## src/rtl/pb_debounce_multi_if.sv

```systemverilog
`default_nettype none
// ============================================================================
// pb_debounce_multi_if : pad/enable inputs and conditioned button outputs
// Rev 1.0 - initial release
// ============================================================================
interface pb_debounce_multi_if #(
   parameter int N_CH = 4
);
   logic [N_CH-1:0] pb_in;
   logic [N_CH-1:0] ch_en;
   logic [N_CH-1:0] pb_level;
   logic [N_CH-1:0] pb_press;
   logic [N_CH-1:0] pb_release;
   logic [N_CH-1:0] pb_hold;
   logic [N_CH-1:0] pb_repeat;

   modport master (
      output pb_in, ch_en,
      input  pb_level, pb_press, pb_release, pb_hold, pb_repeat
   );

   modport slave (
      input  pb_in, ch_en,
      output pb_level, pb_press, pb_release, pb_hold, pb_repeat
   );
endinterface
`default_nettype wire

```

## src/rtl/pb_debounce_multi.sv

```systemverilog
`default_nettype none
// ============================================================================
// pb_debounce_multi : per-channel sync, tick-based debounce, press/release/
//                     hold/repeat pulse generation with a shared prescaler
// Rev 1.0 - initial release
// ============================================================================
module pb_debounce_multi #(
   parameter int N_CH         = 4,
   parameter int ACTIVE_LOW   = 1,
   parameter int SAMPLE_DIV   = 1000,
   parameter int STABLE_TICKS = 4,
   parameter int HOLD_TICKS   = 500,
   parameter int REPEAT_TICKS = 100
) (
   input  wire logic          clk,
   input  wire logic          rst,
   pb_debounce_multi_if.slave pb
);
   localparam int C_PW   = $clog2(SAMPLE_DIV + 1);
   localparam int C_SW   = $clog2(STABLE_TICKS + 1);
   localparam int C_HMAX = (HOLD_TICKS > REPEAT_TICKS) ? HOLD_TICKS : REPEAT_TICKS;
   localparam int C_HW   = $clog2(C_HMAX + 1);
   localparam logic [N_CH-1:0] C_REL = (ACTIVE_LOW != 0) ? {N_CH{1'b1}} : {N_CH{1'b0}};

   typedef enum logic [1:0] {
      ST_IDLE    = 2'd0,
      ST_PRESSED = 2'd1,
      ST_HELD    = 2'd2
   } hold_st_t;

   logic [C_PW-1:0] pcnt_q, pcnt_d;
   logic            tick;

   always_comb begin
      tick   = (pcnt_q == C_PW'(SAMPLE_DIV - 1));
      pcnt_d = tick ? '0 : pcnt_q + C_PW'(1);
   end

   always_ff @(posedge clk) begin
      if (rst) pcnt_q <= '0;
      else     pcnt_q <= pcnt_d;
   end

   // Synchroniser resets to the released pad level so reset never looks like a press.
   logic [N_CH-1:0] sync1_q, sync2_q, act;

   always_ff @(posedge clk) begin
      if (rst) begin
         sync1_q <= C_REL;
         sync2_q <= C_REL;
      end else begin
         sync1_q <= pb.pb_in;
         sync2_q <= sync1_q;
      end
   end

   assign act = sync2_q ^ C_REL;

   logic [N_CH-1:0] level_v, press_v, release_v, hold_v, repeat_v;

   for (genvar i = 0; i < N_CH; i++) begin : g_ch
      logic [C_SW-1:0] scnt_q, scnt_d;
      logic            level_q, level_d;
      logic            press_q, press_d;
      logic            rel_q, rel_d;
      logic            changed;
      hold_st_t        st_q;
      logic [C_HW-1:0] hcnt_q;
      logic            hold_q, rep_q;

      always_comb begin
         scnt_d  = scnt_q;
         level_d = level_q;
         changed = 1'b0;
         if (!pb.ch_en[i]) begin
            scnt_d  = '0;
            level_d = 1'b0;
         end else if (tick) begin
            if (act[i] != level_q) begin
               if (scnt_q + C_SW'(1) == C_SW'(STABLE_TICKS)) begin
                  level_d = act[i];
                  scnt_d  = '0;
                  changed = 1'b1;
               end else begin
                  scnt_d = scnt_q + C_SW'(1);
               end
            end else begin
               scnt_d = '0;
            end
         end
         press_d = changed & level_d;
         rel_d   = changed & ~level_d;
      end

      always_ff @(posedge clk) begin
         if (rst) begin
            scnt_q  <= '0;
            level_q <= 1'b0;
            press_q <= 1'b0;
            rel_q   <= 1'b0;
         end else begin
            scnt_q  <= scnt_d;
            level_q <= level_d;
            press_q <= press_d;
            rel_q   <= rel_d;
         end
      end

      // A level change owns its tick, so release beats a coincident hold/repeat expiry.
      always_ff @(posedge clk) begin
         if (rst) begin
            st_q   <= ST_IDLE;
            hcnt_q <= '0;
            hold_q <= 1'b0;
            rep_q  <= 1'b0;
         end else begin
            hold_q <= 1'b0;
            rep_q  <= 1'b0;
            if (!pb.ch_en[i]) begin
               st_q   <= ST_IDLE;
               hcnt_q <= '0;
            end else if (changed) begin
               st_q   <= level_d ? ST_PRESSED : ST_IDLE;
               hcnt_q <= '0;
            end else if (tick) begin
               case (st_q)
                  ST_PRESSED: begin
                     if (hcnt_q + C_HW'(1) == C_HW'(HOLD_TICKS)) begin
                        hold_q <= 1'b1;
                        st_q   <= ST_HELD;
                        hcnt_q <= '0;
                     end else begin
                        hcnt_q <= hcnt_q + C_HW'(1);
                     end
                  end
                  ST_HELD: begin
                     if (REPEAT_TICKS > 0) begin
                        if (hcnt_q + C_HW'(1) == C_HW'(REPEAT_TICKS)) begin
                           rep_q  <= 1'b1;
                           hcnt_q <= '0;
                        end else begin
                           hcnt_q <= hcnt_q + C_HW'(1);
                        end
                     end
                  end
                  default: ;
               endcase
            end
         end
      end

      assign level_v[i]   = level_q;
      assign press_v[i]   = press_q;
      assign release_v[i] = rel_q;
      assign hold_v[i]    = hold_q;
      assign repeat_v[i]  = rep_q;
   end

   assign pb.pb_level   = level_v;
   assign pb.pb_press   = press_v;
   assign pb.pb_release = release_v;
   assign pb.pb_hold    = hold_v;
   assign pb.pb_repeat  = repeat_v;
endmodule
`default_nettype wire

```

## src/flat_wrapper.sv

```systemverilog
// flat-port wrapper written by rule: the top's interface ports become plain ports
module pb_debounce_multi_flat 
#(
   parameter int N_CH         = 4,
   parameter int ACTIVE_LOW   = 1,
   parameter int SAMPLE_DIV   = 1000,
   parameter int STABLE_TICKS = 4,
   parameter int HOLD_TICKS   = 500,
   parameter int REPEAT_TICKS = 100
)
  (clk, rst, pb_pb_in, pb_ch_en, pb_pb_level, pb_pb_press, pb_pb_release, pb_pb_hold, pb_pb_repeat);
  pb_debounce_multi_if #(.N_CH(N_CH)) pb_i ();
  input  wire logic clk;
  input  wire logic rst;
  input wire logic [$bits(pb_i.pb_in)-1:0] pb_pb_in;
  input wire logic [$bits(pb_i.ch_en)-1:0] pb_ch_en;
  output wire logic [$bits(pb_i.pb_level)-1:0] pb_pb_level;
  output wire logic [$bits(pb_i.pb_press)-1:0] pb_pb_press;
  output wire logic [$bits(pb_i.pb_release)-1:0] pb_pb_release;
  output wire logic [$bits(pb_i.pb_hold)-1:0] pb_pb_hold;
  output wire logic [$bits(pb_i.pb_repeat)-1:0] pb_pb_repeat;
  assign pb_i.pb_in = pb_pb_in;
  assign pb_i.ch_en = pb_ch_en;
  assign pb_pb_level = pb_i.pb_level;
  assign pb_pb_press = pb_i.pb_press;
  assign pb_pb_release = pb_i.pb_release;
  assign pb_pb_hold = pb_i.pb_hold;
  assign pb_pb_repeat = pb_i.pb_repeat;
  pb_debounce_multi #(.N_CH(N_CH), .ACTIVE_LOW(ACTIVE_LOW), .SAMPLE_DIV(SAMPLE_DIV), .STABLE_TICKS(STABLE_TICKS), .HOLD_TICKS(HOLD_TICKS), .REPEAT_TICKS(REPEAT_TICKS)) u_core (.clk(clk), .rst(rst), .pb(pb_i));
endmodule
```

## config.mk

```make
export PLATFORM = sky130hd
export DESIGN_NAME = pb_debounce_multi_flat
export DESIGN_NICKNAME = d
export VERILOG_FILES = /design/src/rtl/pb_debounce_multi_if.sv /design/src/rtl/pb_debounce_multi.sv /design/src/flat_wrapper.sv
export SDC_FILE = /design/constraint.sdc
export NUM_CORES = 1
export LEC_CHECK = 0
export ABC_AREA = 1
export ABC_CLOCK_PERIOD_IN_PS = 1500
export BUFFER_PORTS_ARGS = -buffer_cell sky130_fd_sc_hd__clkbuf_2
export CAP_MARGIN = 5
export CELL_PAD_IN_SITES_DETAIL_PLACEMENT = 0
export CELL_PAD_IN_SITES_GLOBAL_PLACEMENT = 1
export CORE_MARGIN = 8
export CORE_UTILIZATION = 30
export DETAILED_ROUTE_END_ITERATION = 10
export GPL_ROUTABILITY_DRIVEN = 0
export PLACE_DENSITY = 0.68
export SLEW_MARGIN = 25
export SYNTH_ARGS = -nofsm -noshare
export SYNTH_HDL_FRONTEND = slang
export SYNTH_SLANG_ARGS = --single-unit
```

## constraint.sdc

```tcl
create_clock -name clk -period 1.5 [get_ports clk]
set_input_delay 0 -clock clk [delete_from_list [all_inputs] [get_ports clk]]
set_output_delay 0 -clock clk [all_outputs]
set_load 0.02 [all_outputs]
```

* Word-level counts from Yosys, hierarchy flattened
Cells that the tools add are included.
** Storage, ports and cells
- Bits in registers :: 94
- Logic and storage cells :: 216
** Operators by class
- Add/subtract/negate cells :: 9
- Equality and inequality tests :: 25
- Muxes and demuxes :: 80
- Bitwise logic cells :: 26
- Reductions and logical operators :: 41
** Operator list (number)
- 2-to-1 mux 9 bit :: 8
- case mux 9 bit (2 select lines) :: 4
- 2-to-1 mux 1 bit :: 44
- OR reduction 5 bit :: 8
- adder 9 x 1 -> 9 bit (second input constant) :: 4
- == test 9 x 7 -> 1 bit (second input constant) :: 4
- == test 9 bit (second input constant) :: 4
- 2-to-1 mux 2 bit :: 16
- nonzero test 2 bit :: 16
- 2-to-1 mux 3 bit :: 8
- NOT 1 bit :: 17
- adder 3 x 1 -> 3 bit (second input constant) :: 4
- == test 3 bit (second input constant) :: 4
- AND reduction 3 bit :: 4
- OR reduction 3 bit :: 4
- adder 10 x 1 -> 10 bit (second input constant) :: 1
- == test 10 bit (second input constant) :: 1
- OR reduction 2 bit :: 5
- AND 1 bit :: 8
- == test 2 x 1 -> 1 bit (second input constant) :: 4
- == test 2 bit (second input constant) :: 4
- AND reduction 2 bit :: 4
- != test 1 bit :: 4
- NOT 4 bit :: 1

* Logic depth before layout (Yosys ltp)
- Word-level depth :: 8
- Gate-level depth with buffers :: 13
- Gate-level depth less buffers :: 13

* Worst setup path before layout
Ideal clock, no wire load.
- Kind :: flip-flop to flip-flop
- Start :: reg u_core.pcnt_q[0]
- End :: reg u_core.g_ch[0].st_q[0]
- Library setup time :: 0.119 ns
- Data arrival time :: 1.478 ns
- Data required time :: 1.381 ns
- Setup slack :: -0.096 ns
- Stages on the path, launching flop included :: 11
- Path buffers :: 2
- Cell sequence :: dfxtp_1 ha_1 nand2_1 nor2_1 nand3_2 buf_12 inv_2 buf_4 nand4_1 nand2_1 a21oi_2
** Between the ends
- Word-level cells in the longest chain between the ends :: 5
- Elaborated cells on any way between the ends :: 11
- Classes of those cells :: eq/ne (1); mux (6); reduce/logical (4)
** Ends and longest elaborated chain
- start: declaration :: RTL line pb_debounce_multi.sv:31 : logic [C_PW-1:0] pcnt_q, pcnt_d;
- start signal: assignment :: RTL line pb_debounce_multi.sv:41 : else pcnt_q <= pcnt_d;
- == test 10 bit (*) :: RTL line pb_debounce_multi.sv:35 : tick = (pcnt_q == C_PW'(SAMPLE_DIV - 1));
- 2-to-1 mux 1 bit :: RTL line pb_debounce_multi.sv:78 : end else if (tick) begin
- 2-to-1 mux 1 bit :: RTL line pb_debounce_multi.sv:75 : if (!pb.ch_en[i]) begin
- nonzero test 2 bit (no line) / 2-to-1 mux 1 bit (equally long branches)
- AND reduction 3 bit (no line) / 2-to-1 mux 2 bit (equally long branches)
- end signal: assignment :: RTL line pb_debounce_multi.sv:123 : st_q <= level_d ? ST_PRESSED : ST_IDLE;
- end: declaration :: RTL line pb_debounce_multi.sv:67 : hold_st_t st_q;
Every way passes the cells marked *; elsewhere a longest branch is shown, timed or not.
A chain may end at the register's enable or synchronous reset.

* Final worst setup path
- Start :: reg u_core.pcnt_q[0]
- End :: reg u_core.g_ch[3].press_q
** Between the ends
- Word-level cells in the longest chain between the ends :: 4
- Elaborated cells on any way between the ends :: 6
- Classes of those cells :: eq/ne (1); mux (4); bitwise (1)
** Ends and longest elaborated chain
- == test 10 bit (*) :: RTL line pb_debounce_multi.sv:35
- 2-to-1 mux 1 bit :: RTL line pb_debounce_multi.sv:78
- 2-to-1 mux 1 bit :: RTL line pb_debounce_multi.sv:75
- AND 1 bit (*) :: RTL line pb_debounce_multi.sv:91 : press_d = changed & level_d;
- end signal: assignment :: RTL line pb_debounce_multi.sv:104 : press_q <= press_d;
- end: declaration :: RTL line pb_debounce_multi.sv:64 : logic press_q, press_d;
Marked as above.

==> results.yml <==
sta:
  rsz0062_at_grt: "yes"
  slew_headroom_pct: 76.9
  fin_ws_ns: -0.157
  skew_ns: 0.00573
  min_period_over_period_pct: 110
  max_freq_ghz: 0.603
  final-setup-viol-count: 65
  slew_viol_final: 0
  setup-tns-final_ns: -4.32
  hold_violations: 0
  worstMarginPinSlew_ns: 0.345
  final.min_clock_period_ns: 1.66
run_status:
  status: "finished with violations"
  violations: "setup timing"
logic_synthesis:
  synth_ff_type: "dfxtp_1"
  synth-async-reset-ratio_pct: 0
  synth-seq-cells: 94
  synth_simple_gate_area_share_pct: 33.2
  yosysMostFrequentCell: "nand2_1"
  synth_xor_area_share_pct: 3.49
  ys_seq_area_share_pct: 37.7
  synthMuxAreaShare_pct: 0.401
  syn_nets: 691
  synthAdderAreaFrac_pct: 5.27
  syn-cell-area_sq_um: 4990
  netlist.area_leader.share_pct: 37.7
  synth_compound_area_share_pct: 9.13
  synth_edf_count: 0
  ys_warn_count: 0
  netlist.top_cell.by_area: "dfxtp_1"
  synthDistinctLibCells: 42
  yosys-top-cells-count: "nand2_1 (118), dfxtp_1 (94), nor2_1 (76), inv_1 (72), a21oi_1 (49)"
  yosys-top-cells-area: "dfxtp_1 (38%), nand2_1 (8.9%), nor2_1 (5.7%), inv_1 (5.4%), ha_1 (5.3%)"
  synth_top_family_by_area: "simple AND/OR/NAND/NOR gates"
  avgSynthCellArea_sq_um: 7.56
  syn_inst: 660
clocking:
  clk_path_buf_depth: 2
  cts_root_buffer: "clkbuf_16"
  insertion_delay_ns: 0.35
  cts_max_level: 3
  clk_pin_slew_ns: 0.07
  cts_buffers: 9
  cts_tree: "built"
  cts.sinks: 94
worst_hold_path:
  worstHoldPathType: "input port to register"
finish:
  drive_gt1_share_pct: 47.2
  syn_to_final_growth_pct: 50.5
  finalNonFillerCells: 1044
  fillerInstances: 1570
  antennaDiodeCount: 0
  final_area_sq_um: 7510
  finalNetCount: 850
die:
  core_region_area_sq_um: 16400
  dieHeight_um: 145
  dieArea_sq_um: 21000
  start_util_pct: 30.4
  ios: 30
  chipWidth_um: 145
  fp-row-count: 47
placed_design:
  io_buffers: 29
  place_area_sq_um: 6120
  hpwl_um: 9090
  dpl_worst_slack_ns: -0.213
  placed_cells: 997
pwr:
  p_leak_nw: 3.11
  irDropWorstVdd_mv: 0.517
  total_power_w: 0.00492
  p_per_area_nw_per_um2: 656
detailed_routing:
  vias: 4830
  wl_met1_um: 5660
  postRouteAntennaNets: 0
  vias_per_cell: 4.63
  wl_per_cell_um: 12.3
  top_layer_used: "met4"
  wirelength_um: 12800
  wl_met3_um: 315
  drc: 0
  dr_wl_met2_um: 6580
  drtIter0Drc: 211
  drt_pre_antenna_iters: 6
global_route:
  grt_pass1_vias: 4823
  grt_usage_pct: 12.0
  grt_start_max_net_pins: 17
  gr-total-overflow: 0
  antenna_found_initial: 0
  grt_pass1_wl_um: 21400
critical_path:
  crit_required_ns: 1.75
  crit_fanout: 6
  cp-end-kind: "register"
  arrival_ns: 1.90
  timing_worst_setup_path_type: "register to register"
  cp-start-kind: "register"
job:
  maxCapViolCount: 0
[path summary, 6_finish.rpt]
path / depth (start not counted) / end / startpoint / slack, ns
setup / recovery: 9 / u_core.g_ch[3].press_q$_SDFF_PP0_ / u_core.pcnt_q[0]$_SDFF_PP0_ / -0.16
hold / removal: 4 / u_core.g_ch[2].st_q[0]$_SDFFE_PP0P_ / pb_ch_en[2] / 0.02
setup reg to reg: 9 / u_core.g_ch[3].press_q$_SDFF_PP0_ / u_core.pcnt_q[0]$_SDFF_PP0_ / -0.16
hold reg to reg: 1 / u_core.sync2_q[2]$_SDFF_PP1_ / u_core.sync1_q[2]$_SDFF_PP1_ / 0.41
[cells in the final DEF (no fill, tap or decap), types with 9 or more instances in the layout]
| master | Yosys | routed |
|---|---|---|
| clkbuf_2 | 0 | 29 |
| clkbuf_16 | 0 | 9 |
| nor2_4 | 3 | 15 |
| nand3_4 | 0 | 11 |
| buf_6 | 2 | 22 |
| nand3_2 | 6 | 17 |
| nand4_1 | 30 | 30 |
| buf_4 | 24 | 121 |
| a21oi_1 | 49 | 37 |
| o21ai_0 | 14 | 10 |
| nor2_2 | 7 | 21 |
| nand2_1 | 118 | 94 |
| nor3_1 | 21 | 9 |
| inv_1 | 72 | 61 |
| xor2_1 | 15 | 12 |
| nor3_2 | 2 | 9 |
| a21oi_2 | 3 | 13 |
| dfxtp_2 | 0 | 15 |
| dfxtp_1 | 94 | 75 |
| ha_1 | 21 | 15 |
| nand2_2 | 4 | 20 |
| or2_2 | 13 | 10 |
| nor2_1 | 76 | 52 |
| nand3_1 | 38 | 16 |
[kinds of logic after synthesis]
| kind of cell | after synthesis |
|---|---|
| and+or+nand+nor | 335 |
| buffers and inverters | 107 |
| DFF | 94 |
| AOI/OAI and AO/OA | 82 |
| adders and majority gates | 21 |
| xor gates and xnor gates | 19 |
| muxes | 2 |
[critical path, cell delays in order, from the launching register on]
cell and delay (ns):
dfxtp_2 0.35, ha_4 0.15, nand2_4 0.05, nor2_4 0.09
nand3_4 0.15, buf_12 0.19, nor2_8 0.17, buf_6 0.13
o21ai_4 0.05, nor3_1 0.21
[cell type report]
type | instances | area [sq um] | area share, %
Multi-Input combinational cell | 461 | 3350 | 44.6
Sequential cell | 94 | 1920 | 25.5
Timing Repair Buffer | 178 | 1380 | 18.4
Inverter | 75 | 302 | 4.02
Tap cell | 220 | 275 | 3.67
Clock buffer | 11 | 253 | 3.37
Clock inverter | 5 | 32.5 | 0.433
[sequential cells by signal (all words and copies together) (netlist names)]
signal / flops
u_core.g_ch.hcnt_q: 36
u_core.g_ch.hold_q: 4
u_core.g_ch.level_q: 4
u_core.g_ch.press_q: 4
u_core.g_ch.rel_q: 4
u_core.g_ch.rep_q: 4
u_core.g_ch.scnt_q: 12
u_core.g_ch.st_q: 8
u_core.pcnt_q: 10
u_core.sync1_q: 4
u_core.sync2_q: 4
[power by group]
| part | total [W] | switching, W | internal [W] |
|---|---|---|---|
| Sequential | 0.00252 | 0.0000110 | 0.00250 |
| Combinational | 0.000192 | 0.000108 | 0.0000839 |
| Clock | 0.00222 | 0.00100 | 0.00122 |
[through the flow]
stage	util [%]	hold slack (ns)
floorplan	-	0.104
global placement	37.3	0.186
detailed placement	37.3	0.184
CTS	42.8	0.00679
global route	45.8	0.0208
finish	45.8	0.0221
[layer usage]
| metal | track usage (%) | up-vias |
|---|---|---|
| met1 | 13.9 | 2290 |
| met3 | 2.18 | 17 |
| met2 | 21.3 | 48 |
| met5 | 0 | - |
| li1 | - | 2475 |
| met4 | 5.52 | 0 |
[what timing repair did]
item | CTS | global route
cloned | 1 | 1
resized for setup | 123 | 100
endpoints found under the setup margin | 76 | 77
endpoints found under the hold margin | 4 | 0
hold buffers | 4 | 0
pin swaps | 60 | 50
buffers inserted | 15 | 10
Power figures use the tool's default switching activity.
